`src/rtl/dlfloat_result_serializer_if.sv`:
```
// Byte-serializer handshake bundle: 16-bit word intake from the MAC and
// 8-bit valid/ready byte stream toward the pin-limited consumer.
interface dlfloat_result_serializer_if;
  logic        in_valid;
  logic [15:0] in_data;
  logic        in_ready;
  logic        out_valid;
  logic [7:0]  out_data;
  logic        out_ready;
  logic        out_last;

  // master = MAC producer plus byte consumer; slave = the serializer itself
  modport master (
    output in_valid, in_data, out_ready,
    input  in_ready, out_valid, out_data, out_last
  );

  modport slave (
    input  in_valid, in_data, out_ready,
    output in_ready, out_valid, out_data, out_last
  );
endinterface

```
`src/rtl/dlfloat_result_serializer.sv`:
```
// Buffers 16-bit DLFloat MAC results in a small FIFO and streams each word
// out as two bytes over an 8-bit valid/ready port; data passes bit-exact.
module dlfloat_result_serializer #(
  parameter int DEPTH     = 4,
  parameter bit LSB_FIRST = 1'b1
) (
  input  logic                       clk,
  input  logic                       rst,
  input  logic                       clear,
  dlfloat_result_serializer_if.slave bus,
  output logic [$clog2(DEPTH+1)-1:0] count,
  output logic                       overflow_err
);

  localparam int AW = (DEPTH > 1) ? $clog2(DEPTH) : 1;
  localparam int CW = $clog2(DEPTH + 1);
  localparam logic [CW-1:0] FULL_COUNT = CW'(DEPTH);

  typedef enum logic {
    BYTE0 = 1'b0,
    BYTE1 = 1'b1
  } phase_e;

  phase_e          state;
  phase_e          state_next;
  logic [15:0]     mem [DEPTH];
  logic [AW-1:0]   wr_ptr;
  logic [AW-1:0]   rd_ptr;
  logic [CW-1:0]   count_q;
  logic            not_empty;
  logic            full;
  logic            push;
  logic            drop;
  logic            xfer;
  logic            pop;
  logic [15:0]     head_word;

  // Full is judged purely on occupancy, so a word arriving while the head is
  // popping in the same cycle is still dropped (no pass-through).
  assign not_empty = (count_q != '0);
  assign full      = (count_q == FULL_COUNT);
  assign push      = bus.in_valid && !full && !clear;
  assign drop      = bus.in_valid && full && !clear;
  assign xfer      = not_empty && bus.out_ready;
  assign pop       = xfer && (state == BYTE1);
  assign head_word = mem[rd_ptr];
  assign count     = count_q;

  always_ff @(posedge clk) begin
    if (push) begin
      mem[wr_ptr] <= bus.in_data;
    end
  end

  always_ff @(posedge clk or negedge rst) begin
    if (!rst) begin
      wr_ptr  <= '0;
      rd_ptr  <= '0;
      count_q <= '0;
    end else if (clear) begin
      wr_ptr  <= '0;
      rd_ptr  <= '0;
      count_q <= '0;
    end else begin
      if (push) begin
        wr_ptr <= wr_ptr + AW'(1);
      end
      if (pop) begin
        rd_ptr <= rd_ptr + AW'(1);
      end
      if (push && !pop) begin
        count_q <= count_q + CW'(1);
      end else if (pop && !push) begin
        count_q <= count_q - CW'(1);
      end
    end
  end

  always_ff @(posedge clk or negedge rst) begin
    if (!rst) begin
      overflow_err <= 1'b0;
    end else if (clear) begin
      overflow_err <= 1'b0;
    end else if (drop) begin
      overflow_err <= 1'b1;
    end
  end

  always_ff @(posedge clk or negedge rst) begin
    if (!rst) begin
      state <= BYTE0;
    end else begin
      state <= state_next;
    end
  end

  // Phase only advances on an accepted byte; an empty FIFO never transfers,
  // so the phase is guaranteed to sit at BYTE0 whenever nothing is stored.
  always_comb begin
    state_next = state;
    if (clear) begin
      state_next = BYTE0;
    end else if (xfer) begin
      case (state)
        BYTE0:   state_next = BYTE1;
        BYTE1:   state_next = BYTE0;
        default: state_next = BYTE0;
      endcase
    end
  end

  always_comb begin
    bus.in_ready  = !full;
    bus.out_valid = not_empty;
    bus.out_last  = (state == BYTE1);
    bus.out_data  = 8'h00;
    if (not_empty) begin
      if ((state == BYTE0) == LSB_FIRST) begin
        bus.out_data = head_word[7:0];
      end else begin
        bus.out_data = head_word[15:8];
      end
    end
  end

endmodule

```
`src/flat_wrapper.sv`:
```
// flat-port wrapper written by rule: the top's interface ports become plain ports
module dlfloat_result_serializer_flat 
#(
  parameter int DEPTH     = 4,
  parameter bit LSB_FIRST = 1'b1
)
  (clk, rst, clear, count, overflow_err, bus_in_valid, bus_in_data, bus_out_ready, bus_in_ready, bus_out_valid, bus_out_data, bus_out_last);
  dlfloat_result_serializer_if bus_i ();
  input  logic clk;
  input  logic rst;
  input  logic clear;
  output logic [$clog2(DEPTH+1)-1:0] count;
  output logic overflow_err;
  input wire logic [$bits(bus_i.in_valid)-1:0] bus_in_valid;
  input wire logic [$bits(bus_i.in_data)-1:0] bus_in_data;
  input wire logic [$bits(bus_i.out_ready)-1:0] bus_out_ready;
  output wire logic [$bits(bus_i.in_ready)-1:0] bus_in_ready;
  output wire logic [$bits(bus_i.out_valid)-1:0] bus_out_valid;
  output wire logic [$bits(bus_i.out_data)-1:0] bus_out_data;
  output wire logic [$bits(bus_i.out_last)-1:0] bus_out_last;
  assign bus_i.in_valid = bus_in_valid;
  assign bus_i.in_data = bus_in_data;
  assign bus_i.out_ready = bus_out_ready;
  assign bus_in_ready = bus_i.in_ready;
  assign bus_out_valid = bus_i.out_valid;
  assign bus_out_data = bus_i.out_data;
  assign bus_out_last = bus_i.out_last;
  dlfloat_result_serializer #(.DEPTH(DEPTH), .LSB_FIRST(LSB_FIRST)) u_core (.clk(clk), .rst(rst), .clear(clear), .bus(bus_i), .count(count), .overflow_err(overflow_err));
endmodule
```
`config.mk`:
```
export PLATFORM = sky130hd
export DESIGN_NAME = dlfloat_result_serializer_flat
export DESIGN_NICKNAME = d
export VERILOG_FILES = /design/src/rtl/dlfloat_result_serializer_if.sv /design/src/rtl/dlfloat_result_serializer.sv /design/src/flat_wrapper.sv
export SDC_FILE = /design/constraint.sdc
export NUM_CORES = 1
export LEC_CHECK = 0
export CAP_MARGIN = 20
export CORE_ASPECT_RATIO = 1.5
export CORE_MARGIN = 5
export CORE_UTILIZATION = 55
export CTS_BUF_LIST = sky130_fd_sc_hd__clkbuf_8 sky130_fd_sc_hd__clkbuf_16
export CTS_CLUSTER_SIZE = 8
export DETAILED_ROUTE_END_ITERATION = 10
export MAX_ROUTING_LAYER = met4
export PLACE_DENSITY_LB_ADDON = 0.3
export SYNTH_ARGS = -nofsm -noshare
export SYNTH_HDL_FRONTEND = slang
export SYNTH_SLANG_ARGS = --single-unit
```
`constraint.sdc`:
```
create_clock -name clk -period 2.7 [get_ports clk]
set_input_delay 0.81 -clock clk [delete_from_list [all_inputs] [get_ports clk]]
set_output_delay 0.81 -clock clk [all_outputs]
set_load 0.1 [all_outputs]
```
==> results of run 1 <==
## where the power goes
part	total, uW	switching (uW)	leakage [uW]	internal (uW)
logic	1600	985	0.000609	613
registers	1410	95.2	0.000694	1310
clock network	831	407	0.0000893	424
## per-stage QoR
step / std cells / setup slack, ns / hold slack [ns]
after floorplan: 163 / -0.1368 / 0.5144
after global placement: 279 / -0.01487 / 0.4924
after detailed placement: 279 / -0.05108 / 0.4944
after CTS: 296 / -0.06558 / 0.5113
after global routing: 298 / -0.1155 / 0.5446
final: 298 / -0.06776 / 0.5106
## final timing paths
check | from | end | cells after the start
worst min register to register | u_core.overflow_err | u_core.overflow_err | 2
worst min-delay path | u_core.overflow_err | u_core.overflow_err | 2
worst max register to register | u_core.count[0] | u_core.count[2] | 9
max in group asynchronous | rst | u_core.count[2] | 1
worst max-delay path | u_core.rd_ptr[0] | bus_out_data[4] | 5
min in group asynchronous | rst | u_core.overflow_err | 1
## state kept, by name, indices dropped and copies added, names as in the netlist
name / flops
u_core.mem: 64
u_core.rd_ptr: 2
u_core.overflow_err: 1
u_core.wr_ptr: 2
u_core.count: 3
u_core.bus.out_last: 1
## worst reg2reg max path: stages (launching register included)
cell     delay [ns]
dfrtp_4        0.51
or3b_4         0.44
nand2_4        0.09
nor2_1         0.05
and2_4         0.13
fa_1           0.38
nand3_1        0.10
nor2_1         0.06
a32oi_2        0.18
mux2_4         0.31
## cell families after synthesis
group / count (synthesis) / synth area share
xor gates and xnor gates: 7 / 0.02007
adders and majority gates: 5 / 0.02293
AOI/OAI and AO/OA: 5 / 0.01679
DFF: 73 / 0.7027
buffers and inverters: 11 / 0.01843
and+or+nand+nor: 37 / 0.07003
muxes: 25 / 0.1491
## repair_timing
item                       in CTS  in global routing
cloned                          0                  1
resized for setup               3                 10
hold endpoints to repair        0                  0
pin swaps                       0                  2
setup endpoints to repair       8                  8
setup buffers                   1                  1
## final cells by class
class | instances | area share
clock buffer | 9 | 0.03045
timing repair buffer | 55 | 0.1529
tap | 70 | 0.02153
inverter | 5 | 0.007998
sequential | 73 | 0.5306
multi-input combinational | 79 | 0.2393
clock inverter | 7 | 0.01723
## metal layers
layer / part of all wire / wire length, um
met1: 0.38 / 2328
met4: 0.019 / 114
met2: 0.57 / 3492
met3: 0.037 / 226
met5: 0 / 0
## cells in the final DEF (no fill, tap or decap), types with 2 or more instances in the layout
cell type        Yosys  routed
dfrtp_2              0       3
mux2i_4              0       3
buf_4                0      22
nor2b_1              4       4
inv_1                4       4
mux4_2              16      16
mux2i_2              0       5
nor2_4               0       8
clkinvlp_4           0       3
and2_1               5       4
dfrtp_4              0       2
nor2_1              17       9
dfrtp_1              9       4
nand2_1              2       2
edfxtp_1            64      64
clkbuf_8             0       9
ha_1                 4       4
a21oi_1              2       2
xnor2_1              4       4
xor2_1               3       3
nand3_1              2       2
clkdlybuf4s50_1      0      20
buf_12               0      11
==> impl_metrics.tcl, run 1 <==
set metrics [dict create \
    slew_headroom 0.6319 \
    antennaDiodeCount 0 \
    mappedNetlistArea_sq_um 3055 \
    met2_usage 0.3202 \
    cp_max_fo 6 \
    yosys.area.top_type "edfxtp_1" \
    cpMaxStageDelayCell "mux4_2" \
    core-area_sq_um 5450 \
    synth_nets 189 \
    drc_errors 0 \
    first_iter_violations 69 \
    violations "negative setup slack" \
    critPathKind "register to output port" \
    synthCells 163 \
    final_hold_viol_count 0 \
    cp-start-kind "register" \
    root_buffer "clkbuf_8" \
    grt_first_pass_wirelength_um 9473 \
    cap_violations 0 \
    synthTopCellsByCount "edfxtp_1 (64), nor2_1 (17), mux4_2 (16)" \
    synth-edff-count 64 \
    clkTransAtPathRegs_ns 0.08 \
    cts_made_buffers 9 \
    grt-busiest-layer "met2" \
    path_buf_inv 2 \
    syn_to_final_growth_pct 33.13 \
    skew_ns 0.006079 \
    slew_viol_final 0 \
    p_leak_uw 0.001393 \
    cts_tree "done" \
    cp_cell_sequence "clkbuf_16 -> mux4_2 -> mux2i_2 -> nor2_4 -> buf_12" \
    min-delay-path-class "register to register" \
    worstPathArrival_ns 1.96 \
    setup_viol 8 \
    period_needed_ns 2.768 \
    track_usage 0.1885 \
    ctsHoldBuffers 0 \
    vias 1656 \
    grt.overflow.total 0 \
    met1_usage 0.2101 \
    hpwl_um 4076 \
    end_kind "output port" \
    clock_latency_ns 0.34 \
    setup_ws_ns -0.06776 \
    wirelength_um 6161 \
    critPathTopFamily "multiplexers" \
    grt_antenna_before_repair 0 \
    synth_most_common_cell "edfxtp_1" \
    ys_seq_area_frac 0.7027 \
    gp_congestion 0.8871 \
    dpl_cell_area_sq_um 3772 \
    power_uw 3834 \
    cts.htree.levels 3 \
    die_h_um 101.3 \
    yosysWarnings 0 \
    async_flop_share 0.1233 \
    rsz0062_at_grt "yes" \
    gr-usage-met3 0.05561 \
    grt_max_degree 18 \
    postSynthAreaPerCell_sq_um 18.74 \
    row_count 33 \
    initial_core_util 0.5606 \
    fin_setup_tns_ns -0.2663 \
    synthFlopType "edfxtp_1" \
    nNetsFinal 249 \
    ys_seq_elements 73 \
    ant_nets 0 \
    design_area_sq_um 4068 \
    fmax_mhz 361.3 \
    via_per_inst 5.557 \
    r2r_slack_ns 0.34 \
    dieWidth_um 70.86 \
    detail_route.wl_per_cell_um 20.67 \
    synth.area.top_cells "edfxtp_1 (63%), mux4_2 (12%), dfrtp_1 (7.4%)" \
    worstMarginPinSlew_ns 0.5521 \
    cp.required_ns 1.89 \
    clkSinkCount 73 \
    die-area_sq_um 7177 \
    fillCellCount 332 \
    layout-drive-gt1-share 0.4254 \
    synth_cell_types 30 \
    regArea_sq_um 2158 \
    grt_pass1_vias 1788 \
    status "complete, but fails checks" \
    utilization 0.7463 \
    fin_crit_sh 1.025 \
    slowest_delay_ns 0.52 \
    multiInputGateArea_sq_um 973.4 \
    synth_top_area_share 0.6290 \
    boundaryPins 36 \
    powerDensity_nw_per_um2 942.5 \
    peakVddDrop_mv 0.6409 \
    cts_buffer_depth 2 \
    placement.io_buffers 35 \
    drtPass1Iterations 4 \
]
Power figures use the tool's default switching activity.
==> inputs of run 2 (changes only) <==
CORE_UTILIZATION = 62   (was 55)
DONT_BUFFER_PORTS = 1   (was not set)
==> impl_metrics.tcl, run 2 (synthesis results as in run 1) <==
set metrics [dict create \
    ctsHoldBuffers 0 \
    p_leak_uw 0.001204 \
    antennaDiodeCount 0 \
    layout-drive-gt1-share 0.4074 \
    cp-start-kind "register" \
    dieWidth_um 67.32 \
    skew_ns 0.005746 \
    power_uw 3703 \
    clkSinkCount 73 \
    fmax_mhz 372.4 \
    clkTransAtPathRegs_ns 0.07 \
    cts_tree "done" \
    grt_pass1_vias 1718 \
    layout.cells.non_filler 255 \
    worstPathArrival_ns 1.87 \
    final_common_cell "edfxtp_1" \
    fin_crit_sh 0.9944 \
    core-area_sq_um 4810 \
    cts_made_buffers 9 \
    nNetsFinal 210 \
    final_hold_viol_count 0 \
    root_buffer "clkbuf_8" \
    slew_headroom 0.3974 \
    detail_route.wl_per_cell_um 21.18 \
    rsz0062_at_grt "yes" \
    gp_congestion 0.7820 \
    die-area_sq_um 6461 \
    fin_setup_tns_ns 0 \
    top_register "u_core.mem" \
    grt_antenna_before_repair 0 \
    placement.io_buffers 0 \
    cpMaxStageDelayCell "mux4_2" \
    die_h_um 95.98 \
    hpwl_um 3507 \
    initial_core_util 0.6353 \
    peakVddDrop_mv 0.8953 \
    clock_latency_ns 0.34 \
    dpl.cell_count 239 \
    grt_max_degree 18 \
    drc_errors 0 \
    ant_nets 0 \
    cp.required_ns 1.89 \
    first_iter_violations 71 \
    min-delay-path-class "input pin to async pin" \
    boundaryPins 36 \
    worstMarginPinSlew_ns 0.9039 \
    cts_setup_buffers 0 \
    largest_register_ffs 64 \
    critPathKind "register to output port" \
    wirelength_um 5402 \
    dpl_cell_area_sq_um 3309 \
    vias 1493 \
    cts_buffer_depth 2 \
    cp_cell_sequence "buf_6 -> mux4_2 -> mux2i_2 -> nor2_4 -> buf_12" \
    syn_to_final_growth_pct 18.80 \
    grt_first_pass_wirelength_um 8721 \
    cap_violations 0 \
    cts.htree.levels 3 \
    status "finished clean" \
    grt.overflow.total 0 \
    track_usage 0.2046 \
    setup_viol 0 \
    cp_max_fo 9 \
    design_area_sq_um 3630 \
    drtPass1Iterations 4 \
    period_needed_ns 2.685 \
    via_per_inst 5.855 \
    row_count 31 \
    powerDensity_nw_per_um2 1020 \
    slowest_delay_ns 0.53 \
    most-common-layout-cells "edfxtp_1 (64), mux4_2 (16), buf_4 (11)" \
    end_kind "output port" \
    slew_viol_final 0 \
]
==> run 2: cell count changes in the layout (fill, tap and decap cells not counted), sizes merged <==
cell / change
buf: -18
bufinv: +2
clkbuf: -1
clkdlybuf4s50: -20
clkinv: -1
clkinvlp: -1
==> run 2: layout make-up <==
class / instances / area [sq um]
Multi-Input combinational cell: 79 / 964.7
Clock buffer: 9 / 123.9
Inverter: 5 / 32.53
Fill cell: 293 / 1180
Timing Repair Buffer: 16 / 151.4
Tap cell: 66 / 82.58
Clock inverter: 7 / 117.6
Sequential cell: 73 / 2157
==> run 2: worst paths after layout <==
path | startpoint | slack [ns] | to | cells after the start
worst min-delay path | rst | 0.15 | u_core.wr_ptr[1] | 0
max in group asynchronous | rst | 2.46 | u_core.bus.out_last | 0
worst min register to register | u_core.wr_ptr[1] | 0.59 | u_core.wr_ptr[1] | 2
worst max-delay path | u_core.rd_ptr[0] | 0.02 | bus_out_data[7] | 5
worst max register to register | u_core.count[0] | 0.28 | u_core.count[2] | 9
min in group clk | clear | 0.52 | u_core.wr_ptr[0] | 1
==> run 2: critical path, delay by kind of cell (launching register included) <==
| kind | cells | cell delay (ns) |
|---|---|---|
| muxes | 2 | 0.75 |
| DFF | 1 | 0.38 |
| buffers and inverters | 2 | 0.35 |
| and+or+nand+nor | 1 | 0.06 |
==> run 2: where the power goes <==
group          switching, uW  internal, uW  leakage, uW
combinational            901           375     0.000394
sequential               101          1310     0.000696
clock                    402           613     0.000114
total                   1400          2300      0.00120
==> run 2: timing repair <==
action / in CTS / in global routing
hold endpoints to repair: 0 / 0
gates resized for setup: 13 / 5
endpoints found under the setup margin: 8 / 8
pin swaps: 1 / 4
cloned: 0 / 0
==> run 2: through the flow <==
stage / util / worst slack, ns / hold slack [ns]
global placement: 0.6881 / 0.3157 / 0.5147
finish: 0.7547 / 0.01500 / 0.1541
CTS: 0.7497 / -0.05463 / 0.1268
floorplan: - / -0.1368 / 0.5144
global route: 0.7547 / -0.07757 / 0.1231
detailed placement: 0.6881 / 0.2851 / 0.5147
==> run 2: routing by layer <==
metal	up-vias	GRT usage	part of all wire
met5	-	-	0
met2	42	0.3355	0.55
li1	668	-	-
met1	772	0.2215	0.37
met3	11	0.07009	0.062
met4	0	0.09475	0.019
==> inputs of run 3 (changes only) <==
CORE_MARGIN = not set   (was 5)
==> impl_metrics.tcl, run 3 (synthesis results as in run 1) <==
set metrics [dict create \
    gp_congestion 0.8287 \
    period_needed_ns 2.708 \
    track_usage 0.2603 \
    fin_setup_tns_ns -0.008084 \
    met2_length_um 3190 \
    antennaDiodeCount 0 \
    syn_to_final_growth_pct 16.13 \
    cp-start-kind "register" \
    layout-drive-gt1-share 0.3957 \
    most-common-layout-cells "edfxtp_1 (64), mux4_2 (16), buf_4 (11)" \
    cts_buffer_depth 2 \
    setup_viol 1 \
    min-delay-path-class "input pin to async pin" \
    placement.io_buffers 0 \
    core-area_sq_um 4617 \
    wl_met3_um 362 \
    die-area_sq_um 5219 \
    place_worst_setup_slack_ns 0.2812 \
    final_common_cell "edfxtp_1" \
    rsz0062_at_grt "yes" \
    top_layer "met4" \
    cts_setup_buffers 0 \
    clock_latency_ns 0.34 \
    violations "negative setup slack" \
    first_iter_violations 89 \
    critPathKind "register to output port" \
    wirelength_um 5684 \
    cp.required_ns 1.89 \
    detail_route.wl_per_cell_um 22.65 \
    cp_max_fo 11 \
    dieWidth_um 59.32 \
    powerDensity_nw_per_um2 978.1 \
    slew_viol_final 0 \
    drtPass1Iterations 4 \
    cts_tree "done" \
    regArea_sq_um 2157 \
    root_buffer "clkbuf_8" \
    grt_first_pass_wirelength_um 8666 \
    row_count 30 \
    status "complete, but fails checks" \
    hpwl_um 3608 \
    largest_register_ffs 64 \
    end_kind "output port" \
    wl_met1_um 2056 \
    grt_pass1_vias 1715 \
    grt.overflow.total 0 \
    top_register "u_core.mem" \
    worstMarginPinSlew_ns 0.9080 \
    vias 1486 \
    clkTransAtPathRegs_ns 0.07 \
    power_uw 3471 \
    grt_max_degree 18 \
    fin_crit_sh 1.003 \
    drc_errors 0 \
    cap_violations 0 \
    via_per_inst 5.920 \
    boundaryPins 36 \
    clkSinkCount 73 \
    peakVddDrop_mv 0.5650 \
    setup_ws_ns -0.008084 \
    ant_nets 0 \
    nNetsFinal 208 \
    final_hold_viol_count 0 \
    multiInputGateArea_sq_um 964.7 \
    initial_core_util 0.6618 \
    cts_made_buffers 9 \
    skew_ns 0.008491 \
    grt_antenna_before_repair 0 \
    slew_headroom 0.3946 \
    fillCellCount 278 \
    p_leak_uw 0.001176 \
    worstPathArrival_ns 1.90 \
    cts.htree.levels 3 \
    ctsHoldBuffers 0 \
    die_h_um 87.98 \
    fmax_mhz 369.3 \
]
## run 3: changes by cell type in the layout (fill, tap and decap cells not counted), sizes merged
cell	delta
buf	-2
bufinv	-2
clkinv	+5
clkinvlp	-2
inv	-1
## run 3: metal layers
metal | up-vias | GRT usage
li1 | 664 | -
met2 | 56 | 0.4392
met1 | 758 | 0.2766
met5 | - | -
met3 | 8 | 0.08272
met4 | 0 | 0.1082
## run 3: worst paths after layout
path | slack (ns) | startpoint | endpoint | cells past startpoint
worst max-delay path | -0.008 | u_core.rd_ptr[0] | bus_out_data[3] | 4
worst min-delay path | 0.15 | rst | u_core.bus.out_last | 0
worst max register to register | 0.28 | u_core.count[0] | u_core.count[2] | 9
worst min register to register | 0.59 | u_core.wr_ptr[1] | u_core.wr_ptr[1] | 2
max in group asynchronous | 2.46 | rst | u_core.count[2] | 0
min in group clk | 0.53 | clear | u_core.bus.out_last | 1
## run 3: layout make-up
type,instances,area share
inverters,5,0.009168
well taps,64,0.02257
clock buffers,9,0.03491
clock inverters,7,0.01728
flip-flops and latches,73,0.6079
repair buffers,14,0.03632
multi-input cells,79,0.2719
## run 3: power breakdown
part / internal [uW] / switching (uW) / total [uW]
clock network: 417 / 383 / 800
registers: 1310 / 102 / 1410
logic: 351 / 907 / 1260
total: 2080 / 1390 / 3470
## run 3: per-stage QoR
step	utilization	cell area [sq um]	hold slack, ns	instances
floorplan	-	3142	0.5144	163
global placement	0.7130	3292	0.5146	235
detailed placement	0.7130	3292	0.5147	235
CTS	0.7615	3516	0.1367	251
global route	0.7686	3548	0.1252	251
finish	0.7686	3548	0.1549	251
## run 3: worst max-delay path, stage by stage, from the launching register on
cell and delay, ns:
dfrtp_1 0.41, buf_8 0.17, mux4_2 0.34, mux2i_2 0.09, nor2_4 0.53
## run 3: repair_timing
item | CTS | global route
resized for setup | 9 | 7
setup endpoints to repair | 8 | 8
gates cloned | 0 | 0
pin swaps | 0 | 2
==> variant 1, RTL diff (settings of run 2) <==
`DEPTH` is set to 4 in 2 places; all go to 2.
--- a/src/rtl/dlfloat_result_serializer.sv
+++ b/src/rtl/dlfloat_result_serializer.sv
@@ -3,3 +3,3 @@
 module dlfloat_result_serializer #(
-  parameter int DEPTH     = 4,
+  parameter int DEPTH     = 2,
   parameter bit LSB_FIRST = 1'b1
--- a/src/flat_wrapper.sv
+++ b/src/flat_wrapper.sv
@@ -3,3 +3,3 @@
 #(
-  parameter int DEPTH     = 4,
+  parameter int DEPTH     = 2,
   parameter bit LSB_FIRST = 1'b1
Interface: changed (resized count); port bits go from 36 to 35. The function was not compared with the original's and may differ.
==> variant 1 against run 2 <==
- critical path depth down 2
- worst setup slack gained 0.17 ns
- first-iteration DRC count shrank 63%
- wire length down 52%
- hold slack improved by 0.057 ns
- utilization up 3.0 points
- power down 63%
- final area decreased by 46%
- synthesized area decreased by 47%
- count of clock-buffer cells in the layout fell by 4
- sequential cell count fell by 35
- largest cell class unchanged
==> variant 1: results (changes against run 2) <==
Critical path
  – Last element of the critical path: bus_out_data[4] (was bus_out_data[7])
  – Crit path from: u_core.rd_ptr$_DFFE_PN0P_ (was u_core.rd_ptr[0]$_DFFE_PN0P_)
  – Arrival time at the worst endpoint: 1.71 ns (was 1.87 ns)
  – Critical path fanouts, max: 10 (was 9)
  – Worst setup slack for register-to-register paths: 0.87 ns (was 0.28 ns)

Yosys
  – Main area contributors after synthesis: edfxtp_1, mux4_2, dfrtp_1, nor2b_4, buf_6 (was edfxtp_1, mux4_2, dfrtp_1, mux2i_1, nor2_1)
  – Multiplexer share of the synthesized area: 11.8% (was 14.9%)
  – Synthesized net count: 109 (was 189)
  – Post-Synth Adder-Cell Area: 0% (was 2.29%)
  – Count of flip-flops with a built-in enable after synthesis: 32 (was 64)
  – Netlist cell types: 28 (was 30)
  – Most numerous cell types in the synthesized netlist: edfxtp_1, mux4_2, nor2b_4 (was edfxtp_1, nor2_1, mux4_2)
  – XOR/XNOR Fraction of Synth Area: 0.546% (was 2.01%)

Power and ir drop
  – Combinational share of power: 24.9% (was 34.5%)
  – Leakage power figure: 0.000694 uW (was 0.00120 uW)
  – Switching Share: 30.5% (was 37.9%)

Global routing
  – Global routing usage on met3: 7.60% (was 7.01%)
  – Number of global-route vias before repair: 869 (was 1718)
  – Global-route wire length before repair: 4.20 mm (was 8.72 mm)
  – Met2 global-route usage: 25.9% (was 33.6%)
  – Overall fraction of global-route tracks in use: 16.8% (was 20.5%)

Timing
  – Layout Skew: 0.00804 ns (was 0.00575 ns)
  – Remaining max-slew budget at the tightest pin: 47.6% (was 39.7%)
  – Setup slack after layout: 0.185 ns (was 0.0150 ns)

Clock network
  – Cts bufs inserted: 5 (was 9)
  – Post-cts sizing count: 1 (was 13)
  – Clock network latency to the later pin of the worst-skew pair: 0.28 ns (was 0.34 ns)

Status
  – Outcome: complete, no violations (unchanged)

Detailed routing
  – Number of violations reported at the end of detailed-routing iteration 0: 26 (was 71)

Layout
  – Area of combinational cells with multiple inputs: 472 um2 (was 965 um2)
  – Proportion of cell area spent on the clock network: 4.12% (was 6.65%)
  – Max reg flops: 32 (was 64)
  – Number of multi-input logic gates: 43 (was 79)
  – Non-clk invs: 3 (was 5)
  – Area used by sequential logic in the layout: 1110 um2 (was 2160 um2)

Placed design
  – Estimated wirelength of the detail-placed design: 1.93 mm (was 3.51 mm)
  – Worst setup slack before clock tree synthesis: 0.289 ns (was 0.285 ns)
## variant 1: layer usage
metal | vias up | share of wire (%)
li1 | 373 | -
met5 | - | 0
met3 | 2 | 7.8
met2 | 28 | 54
met4 | 0 | 1.2
met1 | 408 | 37
## variant 1: critical path, cell delays in order, from the launching register on
cell and delay, ns:
dfrtp_2 0.56, mux4_2 0.54, nor2b_4 0.15, buf_12 0.17
## variant 1: through the flow
stage	cell area (um2)	total power [uW]	cells	hold slack [ns]	util [%]
after floorplan	1630	953	88	0.514	-
after global placement	1860	1040	124	0.515	75.2
after detailed placement	1860	1040	124	0.515	75.2
after CTS	1940	1390	132	0.203	78.5
after global routing	1940	1430	132	0.192	78.5
final	1940	1380	132	0.211	78.5
## variant 1: logic make-up (layout without fill, tap and decap cells)
group,count (synthesis),in the layout
xor gates and xnor gates,1,1
and+or+nand+nor,24,24
muxes,9,9
buffers and inverters,7,27
DFF,38,38
AOI/OAI and AO/OA,9,9
==> variant 2, RTL diff (flow settings as in run 2) <==
Without the edit above. Reset style: synchronous (`rst`), changed in 3 clocked blocks.
--- a/src/rtl/dlfloat_result_serializer.sv
+++ b/src/rtl/dlfloat_result_serializer.sv
@@ -54,3 +54,3 @@
 
-  always_ff @(posedge clk or negedge rst) begin
+  always_ff @(posedge clk) begin
     if (!rst) begin
@@ -78,3 +78,3 @@
 
-  always_ff @(posedge clk or negedge rst) begin
+  always_ff @(posedge clk) begin
     if (!rst) begin
@@ -88,3 +88,3 @@
 
-  always_ff @(posedge clk or negedge rst) begin
+  always_ff @(posedge clk) begin
     if (!rst) begin
Formal check against the unedited RTL: differs if rst is asserted again (counterexample within 4 cycles, from zero or initial values and one cycle with rst low); with rst held inactive, the same outputs for 10 cycles.
==> variant 2 against run 2 <==
- sequential cell count up 2
- synthesized cell count up 17%
- clock skew up 0.0039 ns
- critical path depth down 1
- final area down 5.7%
- register-to-register slack better by 0.31 ns
- synthesized area down 0.29%
- wire length down 4.3%
- worst setup slack better by 0.12 ns
Power is not compared: it rests on default switching activity, and its combinational part moved more than twofold at a synthesized area within 25%.
==> variant 2: results (changes against run 2) <==
Status
  – Outcome: complete, no violations (unchanged)

Layout
  – Count of nets after finishing: 233 (was 210)
  – Share of cells above drive strength 1: 20.9% (was 40.7%)
  – Number of filler instances in the final layout: 323 (was 293)
  – Finished Layout Cells: 277 (was 255)

Detailed routing
  – Number of violations reported at the end of detailed-routing iteration 0: 78 (was 71)
  – DR WL/cell: 18.7 um (was 21.2 um)
  – Routed vias: 1572 (was 1493)

Global routing
  – Global-route wire length before repair: 8.34 mm (was 8.72 mm)
  – Largest net degree at the start of global routing: 33 (was 18)
  – Overall fraction of global-route tracks in use: 19.0% (was 20.5%)

Yosys
  – Proportion of register bits with asynchronous set or reset after synthesis: 0% (was 12.3%)
  – Most numerous cell types in the synthesized netlist: edfxtp_1, mux2i_1, a22oi_1 (was edfxtp_1, nor2_1, mux4_2)
  – Sequential-to-total area share from yosys stat: 70.3% (about the same)
  – Synthesized net count: 218 (was 189)
  – Main area contributors after synthesis: edfxtp_1, mux2i_1, dfxtp_1, a22oi_1, and3_1 (was edfxtp_1, mux4_2, dfrtp_1, mux2i_1, nor2_1)
  – Netlist cell types: 28 (was 30)

Critical path
  – Critical path fanouts, max: 32 (was 9)
  – Worst reg2reg path depth: 7 (was 9)
  – Crit path max-delay family: simple AND/OR/NAND/NOR gates (was multiplexers)
  – Arrival time at the worst endpoint: 1.75 ns (was 1.87 ns)
  – Last element of the critical path: bus_out_data[2] (was bus_out_data[7])
  – Critical Path Max Stage Delay: 0.44 ns (was 0.53 ns)
  – Crit Reg-Reg Endpoint: u_core.count[2]$_SDFFE_PP0P_ (was u_core.count[2]$_DFFE_PN0P_)
  – Worst r2r src: u_core.count[0]$_SDFFE_PP0P_ (was u_core.count[0]$_DFFE_PN0P_)

Timing
  – Actual transition at the worst max-transition pin: 0.577 ns (was 0.904 ns)
  – Share of the cycle needed by the critical path after routing: 94.9% (was 99.4%)
  – Layout Skew: 0.00966 ns (was 0.00575 ns)

Placed design
  – Worst setup slack before clock tree synthesis: 0.271 ns (was 0.285 ns)
  – Placed Cells incl. Taps: 261 (was 239)
  – Final weighted congestion in routability-driven placement: 0.722 (was 0.782)
  – Estimated wirelength of the detail-placed design: 3.51 mm (about the same)

Min path
  – Hold Crit Class: flip-flop to flip-flop (was input pin to asynchronous set/reset pin)
==> variant 2: layout make-up <==
cell class	count	area share [%]
multi-input cells	102	25.7
inverters	6	0.767
clock inverters	5	0.621
repair buffers	12	3.36
clock buffers	11	4.42
well taps	66	2.41
flip-flops and latches	75	62.7
==> variant 2: worst min path at each step <==
stage / startpoint / endpoint / slack, ns / depth (start not counted)
finish: u_core.rd_ptr[1]$_SDFFE_PP0P_ / flip-flop / 0.54 / 2
global route: bus_in_data[8] / u_core.mem[3][8]$_DFFE_PP_ / 0.54 / 0
detailed placement: u_core.rd_ptr[1]$_SDFFE_PP0P_ / flip-flop / 0.52 / 2
floorplan: u_core.rd_ptr[1]$_SDFFE_PP0P_ / flip-flop / 0.46 / 2
global placement: u_core.rd_ptr[1]$_SDFFE_PP0P_ / flip-flop / 0.46 / 2
CTS: u_core.rd_ptr[1]$_SDFFE_PP0P_ / flip-flop / 0.52 / 2
==> variant 2: logic make-up (layout without fill, tap and decap cells) <==
logic type	count (synthesis)	in the layout	share of synthesized area [%]
muxes	33	33	10.8
and+or+nand+nor	32	32	6.00
adders and majority gates	6	6	2.71
xor gates and xnor gates	4	4	1.15
buffers and inverters	14	34	2.46
DFF	75	75	70.3
AOI/OAI and AO/OA	27	27	6.53
==> variant 2: timing repair <==
item | in CTS | in global routing
setup endpoints to repair | 0 | 8
gates resized for setup | 0 | 2
buffers inserted | 0 | 0
==> variant 2: metal layers <==
layer,part of all wire (%),global-route usage [%],vias up
met5,0,-,-
met4,1.4,8.63,0
met3,7.2,6.54,7
met2,54,32.7,36
met1,37,19.0,771
li1,-,-,758
==> variant 2: stage by stage <==
stage                     instance area [um2]  hold WS (ns)
after floorplan                          3100         0.459
after global placement                   3250         0.465
after detailed placement                 3250         0.516
after CTS                                3420         0.520
after global routing                     3420         0.539
final                                    3420         0.536
==> variant 2: tightest hold or removal path, cell delays in order, from the launching register on <==
cell and delay, ns:
dfxtp_1 0.31, o21ai_0 0.08, a21oi_1 0.09
==> variant 2: power by group through the flow <==
stage	clock [uW]	combinational [uW]	sequential, uW
after detailed placement	0	164	1310
after global routing	792	173	1280
after global placement	0	160	1310
after CTS	733	164	1280
after floorplan	0	122	1320
final	717	164	1280
